$ cat config.mk
export PLATFORM = sky130hd
export DESIGN_NAME = mp3_play_ctrl
export DESIGN_NICKNAME = d
export VERILOG_FILES = /design/src/rtl/mp3_pkg.sv /design/src/rtl/mp3_hold_timer.sv /design/src/rtl/mp3_play_ctrl.sv
export SDC_FILE = /design/constraint.sdc
export NUM_CORES = 1
export LEC_CHECK = 0
export ABC_AREA = 1
export ABC_CLOCK_PERIOD_IN_PS = 2400
export BUFFER_PORTS_ARGS = -buffer_cell sky130_fd_sc_hd__clkbuf_2
export CAP_MARGIN = 15
export CORE_AREA = 2 2 52 54
export DETAILED_ROUTE_END_ITERATION = 12
export DIE_AREA = 0 0 54 56
export PLACE_DENSITY = 0.72
export SYNTH_ARGS = -nofsm -noshare
export SYNTH_HDL_FRONTEND = slang
export SYNTH_HIERARCHICAL = 1
export SYNTH_SLANG_ARGS = --single-unit
$ cat constraint.sdc
create_clock -name clk -period 2.4 [get_ports clk]
set_input_delay 0.12 -clock clk [delete_from_list [all_inputs] [get_ports clk]]
set_output_delay 0.12 -clock clk [all_outputs]
set_load 0.01 [all_outputs]
$ cat src/rtl/mp3_pkg.sv
// Shared playback definitions: controller states, default highlight hold time
// and the track-wrap helpers reused by the display and playlist logic.
package mp3_pkg;

    localparam int unsigned HOLD_CYC_DEF = 50;

    typedef enum logic [1:0] {
        IDLE  = 2'd0,
        LOAD  = 2'd1,
        PLAY  = 2'd2,
        PAUSE = 2'd3
    } state_t;

    // Next track index with wrap from n-1 back to 0.
    function automatic int unsigned trk_inc(input int unsigned trk, input int unsigned n);
        return (trk == n - 32'd1) ? 32'd0 : trk + 32'd1;
    endfunction

    // Previous track index with wrap from 0 up to n-1.
    function automatic int unsigned trk_dec(input int unsigned trk, input int unsigned n);
        return (trk == 32'd0) ? n - 32'd1 : trk - 32'd1;
    endfunction

endpackage

$ cat src/rtl/mp3_hold_timer.sv
// Loadable down-counter used as the button highlight / lockout timer.
// Ports: clk, rst_n (async active-low), load/value (reload), busy (count != 0),
//        done_c (count is 1, so it reaches 0 at the next edge unless reloaded).
module mp3_hold_timer #(
    parameter int unsigned CW = 6
) (
    input  logic          clk,
    input  logic          rst_n,
    input  logic          load,
    input  logic [CW-1:0] value,
    output logic          busy,
    output logic          done_c
);

    logic [CW-1:0] count;

    // Reload wins over the decrement; the count parks at zero.
    always_ff @(posedge clk or negedge rst_n) begin
        if (!rst_n) begin
            count <= '0;
        end else if (load) begin
            count <= value;
        end else if (count != '0) begin
            count <= count - CW'(1);
        end
    end

    assign busy   = (count != '0);
    assign done_c = (count == CW'(1)) && !load;

endmodule

$ cat src/rtl/mp3_play_ctrl.sv
// Playback sequencer: turns play/next/previous button pulses into a
// play/pause/stop state and track index, runs the decoder load handshake and
// drives the next/previous button highlight flags.
// Ports: clk, rst_n (async active-low); i_play/i_next/i_pre button pulses;
//        i_track_end, i_load_ack from the decoder; o_track, o_load_req,
//        o_playing, o_hl_next, o_hl_pre (all registered).
module mp3_play_ctrl
    import mp3_pkg::*;
#(
    parameter int unsigned TRACKS   = 8,
    parameter int unsigned HOLD_CYC = HOLD_CYC_DEF,
    parameter int unsigned TW       = $clog2(TRACKS)
) (
    input  logic          clk,
    input  logic          rst_n,
    input  logic          i_play,
    input  logic          i_next,
    input  logic          i_pre,
    input  logic          i_track_end,
    input  logic          i_load_ack,
    output logic [TW-1:0] o_track,
    output logic          o_load_req,
    output logic          o_playing,
    output logic          o_hl_next,
    output logic          o_hl_pre
);

    localparam int unsigned CW = $clog2(HOLD_CYC + 1);

    state_t state;
    logic   resume;
    logic   busy;
    logic   tmr_done_c;
    logic   btn_ok_c;
    logic   ev_next_c;
    logic   ev_pre_c;
    logic   ev_end_c;
    logic   ev_play_c;
    logic [TW-1:0] trk_inc_c;
    logic [TW-1:0] trk_dec_c;

    // Event decode: one winner per cycle, next > pre > track_end > play.
    always_comb begin
        btn_ok_c  = !busy && (state != LOAD);
        ev_next_c = btn_ok_c && i_next;
        ev_pre_c  = btn_ok_c && i_pre && !i_next;
        ev_end_c  = (state == PLAY) && i_track_end && !ev_next_c && !ev_pre_c;
        ev_play_c = btn_ok_c && i_play && !i_next && !i_pre && !ev_end_c;
        trk_inc_c = TW'(trk_inc(32'(o_track), TRACKS));
        trk_dec_c = TW'(trk_dec(32'(o_track), TRACKS));
    end

    mp3_hold_timer #(
        .CW (CW)
    ) u_hold_timer (
        .clk    (clk),
        .rst_n  (rst_n),
        .load   (ev_next_c || ev_pre_c || ev_play_c),
        .value  (CW'(HOLD_CYC)),
        .busy   (busy),
        .done_c (tmr_done_c)
    );

    // Controller FSM with the track register and all registered outputs.
    always_ff @(posedge clk or negedge rst_n) begin
        if (!rst_n) begin
            state      <= IDLE;
            resume     <= 1'b0;
            o_track    <= '0;
            o_load_req <= 1'b0;
            o_playing  <= 1'b0;
            o_hl_next  <= 1'b0;
            o_hl_pre   <= 1'b0;
        end else begin
            // Highlight flags follow the timer; a new press retargets them.
            if (ev_next_c) begin
                o_hl_next <= 1'b1;
                o_hl_pre  <= 1'b0;
            end else if (ev_pre_c) begin
                o_hl_next <= 1'b0;
                o_hl_pre  <= 1'b1;
            end else if (tmr_done_c) begin
                o_hl_next <= 1'b0;
                o_hl_pre  <= 1'b0;
            end

            case (state)
                IDLE: begin
                    if (ev_next_c) begin
                        o_track <= trk_inc_c;
                    end else if (ev_pre_c) begin
                        o_track <= trk_dec_c;
                    end else if (ev_play_c) begin
                        state      <= LOAD;
                        resume     <= 1'b1;
                        o_load_req <= 1'b1;
                    end
                end
                PLAY: begin
                    if (ev_next_c || ev_end_c || ev_pre_c) begin
                        o_track    <= ev_pre_c ? trk_dec_c : trk_inc_c;
                        state      <= LOAD;
                        resume     <= 1'b1;
                        o_load_req <= 1'b1;
                        o_playing  <= 1'b0;
                    end else if (ev_play_c) begin
                        state     <= PAUSE;
                        o_playing <= 1'b0;
                    end
                end
                PAUSE: begin
                    if (ev_next_c || ev_pre_c) begin
                        o_track    <= ev_pre_c ? trk_dec_c : trk_inc_c;
                        state      <= LOAD;
                        resume     <= 1'b0;
                        o_load_req <= 1'b1;
                    end else if (ev_play_c) begin
                        state     <= PLAY;
                        o_playing <= 1'b1;
                    end
                end
                LOAD: begin
                    if (i_load_ack) begin
                        state      <= resume ? PLAY : PAUSE;
                        o_load_req <= 1'b0;
                        o_playing  <= resume;
                    end
                end
                default: begin
                    state <= IDLE;
                end
            endcase
        end
    end

endmodule

== Yosys cells after proc, flatten, opt, wreduce, memory -nomap -nowiden ==
Cells that the tools add are included.
Operators by class
  add/sub/neg operators: 3
  equality and inequality tests: 17
  multiplexer cells: 39
  reduce and logical (&&, ||, !) cells: 35
Operator list (number)
  2-to-1 mux 3 bit: 7
  AND reduction 6 bit: 3
  2-to-1 mux 1 bit: 17
  2-to-1 mux 2 bit: 8
  inequality test 2 bit (second input constant): 7
  logical AND 1 bit: 12
  2-to-1 mux 6 bit: 2
  one-hot mux 3 bit (3 select lines): 1
  nonzero test 3 bit: 3
  one-hot mux 2 bit (4 select lines): 1
  logical NOT 1 bit: 7
  == test 6 x 1 -> 1 bit (second input constant): 1
  inequality test 3 bit (second input constant): 2
  one-hot mux 1 bit (3 select lines): 2
  nonzero test 6 bit: 1
  subtractor 6 x 1 -> 6 bit (second input constant): 1
  AND reduction 5 bit: 1
  == test 2 bit (second input constant): 2
  logical OR 1 bit: 4
  inequality test 2 x 1 -> 1 bit (second input constant): 2
  one-hot mux 1 bit (4 select lines): 1
  AND reduction 4 bit: 1
  adder 3 x 1 -> 3 bit (second input constant): 1
  == test 3 bit (second input constant): 1
  other kinds (6): 6
Word-level totals
  input bits: 7
  word-level logic and storage cells: 102
  output and inout port bits: 7
  register bits after elaboration: 16

== Logic depth before layout (Yosys ltp) ==
  depth in word-level cells: 15
  gate-level depth with buffers: 13
  mapped depth without buffers: 12

== By module ==
The synthesis kept the hierarchy.
Modules (own cells, without submodules)
  mp3_play_ctrl: cells each 119, seq. area each 250.2 µm², area each 847.1 µm², instances 1
  mp3_hold_timer: cells each 55, seq. area each 150.1 µm², area each 419.2 µm², instances 1

== Worst setup path after synthesis ==
OpenSTA, ideal clock, no wires.
  path type: register -> register
  from: register u_hold_timer.count[0]
  to: register u_hold_timer.count[5]
  data arrival time: 1654 ps
  clock period less this slack: 1727 ps
  data required time: 2327 ps
  cell stages (with the launch flop): 14
  path slack: 673 ps
  library setup time: 73 ps
  path buffers: 1
  path through: dfrtp_1 -> inv_1 -> ha_1 -> nand3_2 -> inv_1 -> nand2_1 -> nor2_1 -> nand2_2 -> nand2_1 -> buf_6 -> inv_1 -> nand4_2 -> nand2_1 -> a21oi_2
Between the ends
  longest elaborated chain between the ends: 11
  elaborated cells on any way between the ends: 21
  those cells by class: add/sub: 1; mux: 2; reduce/logical: 18
RTL lines
  start: declaration: RTL line mp3_hold_timer.sv:15  | logic [CW-1:0] count;
  start signal: assignment: RTL line mp3_hold_timer.sv:22  | count <= value;
  start signal: assignment: RTL line mp3_hold_timer.sv:24  | count <= count - CW'(1);
  nonzero test 6 bit (*): RTL line mp3_hold_timer.sv:28  | assign busy = (count != '0);
  named net busy: RTL line mp3_play_ctrl.sv:32  | logic busy;
  logical NOT 1 bit: RTL line mp3_play_ctrl.sv:44  | btn_ok_c = !busy && (state != LOAD);
  logical AND 1 bit: RTL line mp3_play_ctrl.sv:44
  logical AND 1 bit (on tied branches): RTL line mp3_play_ctrl.sv:45, mp3_play_ctrl.sv:46
  logical NOT 1 bit / logical AND 1 bit (equally long branches): RTL line mp3_play_ctrl.sv:47, mp3_play_ctrl.sv:46
  logical AND 1 bit / logical NOT 1 bit (equally long branches): RTL line mp3_play_ctrl.sv:47  | ev_end_c = (state == PLAY) && i_track_end && !ev_next_c && !ev_pre_c;
  logical AND 1 bit: RTL line mp3_play_ctrl.sv:47
  logical NOT 1 bit: RTL line mp3_play_ctrl.sv:48  | ev_play_c = btn_ok_c && i_play && !i_next && !i_pre && !ev_end_c;
  logical AND 1 bit: RTL line mp3_play_ctrl.sv:48
  logical OR 1 bit: RTL line mp3_play_ctrl.sv:58  | .load (ev_next_c || ev_pre_c || ev_play_c),
  2-to-1 mux 6 bit / nonzero test 2 bit (equally long branches)
Mark *: on every way through the listed nets, which the timed path passes. The rest lies on a longest branch. The select of a mux whose other input is x is not followed.
A chain may end at the register's enable or synchronous reset.

== Worst setup path in the final report ==
  from: register u_hold_timer.count[1]
  to: register u_hold_timer.count[5]
The elaborated chain is that of the path after synthesis.

==> flow_summary.ini <==
[run_status]
outcome = finished, final reports clean

[logic_synthesis]
ys_top_cells_by_count = nand2_1, inv_1, dfrtp_1, nand3_1, ha_1
ys.flop_type = dfrtp_1
synth_area_mm2 = 0.00127
syn-instance-count = 174
synth_most_common_cell = nand2_1
synth.distinct_cells = 29
synth_area_leader_cell = dfrtp_1
yosysWarnings = 6
ys_top_cells_by_area = dfrtp_1, nand2_1, ha_1
yosysTopAreaCellShare_pct = 31.6
ys_async_sr_fraction_pct = 100
ys_seq_area_share_pct = 31.6
synth_seq_cells = 16
avgSynthCellArea_um2 = 7.28
synth_edf_count = 0

[power]
power.density_mw_per_mm2 = 1270
power_leakage_nw = 0.819
ir_worst_vdd_uv = 666

[flow_run]
drv_cap = 0

[critical_path]
critPathMaxFanout = 9
regToRegSetupSlack_ns = 0.35
timing.critical_path.to_type = flip-flop
cp-startpoint = u_hold_timer/count[1]$_DFFE_PN0P_
worstReg2RegEnd = u_hold_timer/count[5]$_DFFE_PN0P_
critPathArrivalTime_ns = 2.28
rr_worst_depth = 12
cp-start-kind = flip-flop
r2r_start = u_hold_timer/count[1]$_DFFE_PN0P_
crit_type = reg -> reg
cp.required_ns = 2.63
critPathCapture = u_hold_timer/count[5]$_DFFE_PN0P_

[clock_network]
cts_tree = done
max-clock-path-buffers = 2
cts_buffers = 3
clock_latency_ns = 0.29
cts.sinks = 16
htree_num_levels = 1
hold_buffers = 1
clockRootBuffer = clkbuf_4
post-cts-setup-buffers = 0
cts_resized = 0
clk_pin_slew_ns = 0.09

[global_route]
grt_overflow = 0
grt_max_degree = 17
grt_pass1_vias = 1030
antenna_found_initial = 0
track_usage_pct = 18.3
grt_pass1_wl_um = 4200

[routing]
drt_pre_antenna_iters = 4
route.met2.wl_um = 1220
drtIter0Drc = 18
wl_per_cell_um = 10.9
antenna_left = 0
wl_met3_um = 102
viasPerCell = 5.11
route.detailed.drc = 0
met1_length_um = 1100
wirelength_um = 2450
dr_total_vias = 1149
top_layer = met4

[placement]
dp.cells = 220
dpl_worst_slack_ns = 0.395
dpl_cell_area_mm2 = 0.00137
gp_congestion = 0.877
port_buffers = 13
dp_hpwl_um = 2000

[die]
io_pins = 14
num_rows = 18
core_area_mm2 = 0.00243
die-area_mm2 = 0.00302
die_height_um = 56
die_w_um = 54
start_util_pct = 52.1

[cells_and_area]
syn_to_final_growth_pct = 12.1
final_cells = 225
n_fill_cell = 219
fin_nets = 215
diodes = 0
drive_gt1_share_pct = 18.5
seqCellArea_um2 = 400
fin_area_mm2 = 0.00142
multi_input_area_um2 = 772

[timing]
fin_tns_setup_ns = 0
setup_viol = 0
fmax_ghz = 0.489
finalHoldViolations = 0
min_period_ns = 2.05
skew_ns = 0.00135
grt_setup_unrepaired = false
fin_ws_ns = 0.353
fin_crit_sh_pct = 85.3
maxSlewViolCount = 0

[min_path]
hold_class = in -> reg
-- critical path: stages, from the launching register on --
cell and delay [ns]:
dfrtp_1 0.42, inv_1 0.13, ha_1 0.21, nand3_2 0.15
inv_1 0.09, nand2_1 0.05, nor2_1 0.11, nand2_2 0.11
nand2_1 0.23, inv_1 0.15, nand4_2 0.16, nand2_1 0.09
a21oi_2 0.09
-- cell type report --
class | count | area share [%]
Multi-Input combinational cell | 135 | 54.4
Sequential cell | 16 | 28.2
Inverter | 26 | 6.88
Tap cell | 30 | 2.65
Clock buffer | 4 | 2.56
Timing Repair Buffer | 14 | 5.29
-- power by group --
| group | total, W | internal, W | switching [W] |
|---|---|---|---|
| Sequential | 0.000527 | 0.000406 | 0.000121 |
| Clock | 0.000181 | 0.0000926 | 0.0000889 |
| Combinational | 0.00109 | 0.000437 | 0.000650 |
| Total | 0.00180 | 0.000936 | 0.000860 |
-- layer usage --
metal	track usage (%)	vias to the layer above
met4	5.00	0
met5	0	-
met3	5.91	4
met1	22.3	534
li1	-	583
met2	30.3	28
-- metrics by stage --
step	power, W	util, %	hold WS (ns)
3_3_place_gp	0.00158	56.4	0.0653
6_report	0.00180	58.3	0.163
2_1_floorplan	0.00137	-	-0.176
5_1_grt	0.00200	58.3	0.150
4_1_cts	0.00181	58.3	0.148
3_5_place_dp	0.00162	56.4	0.0701
-- registers in the layout, indices dropped and copies added, names as in the netlist --
name,flops
state,2
o_load_req,1
u_hold_timer/count,6
o_hl_next,1
o_hl_pre,1
resume,1
o_track,3
o_playing,1
-- worst min-delay path by stage --
stage	endpoint	cells after the start	start
4_1_cts	o_hl_pre$_DFFE_PN0P_	3	i_pre
3_3_place_gp	u_hold_timer/count[4]$_DFFE_PN0P_	1	rst_n
3_5_place_dp	u_hold_timer/count[5]$_DFFE_PN0P_	1	rst_n
2_1_floorplan	o_hl_next$_DFFE_PN0P_	0	rst_n
6_report	o_hl_pre$_DFFE_PN0P_	3	i_pre
5_1_grt	o_hl_pre$_DFFE_PN0P_	3	i_pre
-- kinds of logic after synthesis --
group | count (synthesis) | synth area share [%]
buffers and inverters | 27 | 8.60
and+or+nand+nor | 100 | 37.0
AOI/OAI and AO/OA | 16 | 9.68
xor gates and xnor gates | 1 | 0.692
DFF | 16 | 31.6
adders and majority gates | 12 | 11.9
other | 2 | 0.593
-- cells in the final DEF, fill, tap and decap left out --
cell type      netlist  layout
inv_1               23      23
clkbuf_4             0       3
dlygate4sd3_1        0       1
nor2_1               8       8
ha_1                12      12
a21oi_2              1       1
xnor2_1              1       1
or2_4                1       1
nand4_2              1       1
clkbuf_2             0      13
o21bai_2             1       1
nand3b_1             3       3
dfrtp_1             16      16
o211ai_4             1       1
clkbuf_8             0       1
o21ai_4              1       1
clkinv_1             1       1
nand4_1              1       1
nand2_2              4       4
o211ai_1             2       2
or2_1                1       1
nand2_4              1       1
nand3_1             13      13
inv_2                2       2
conb_1               2       6
or2_2                2       2
nand3_2              1       1
nand2_1             61      61
nor2_2               1       1
o21ai_1              7       7
nor2_4               2       2
o21ai_0              3       3
Power figures use the tool's default switching activity.
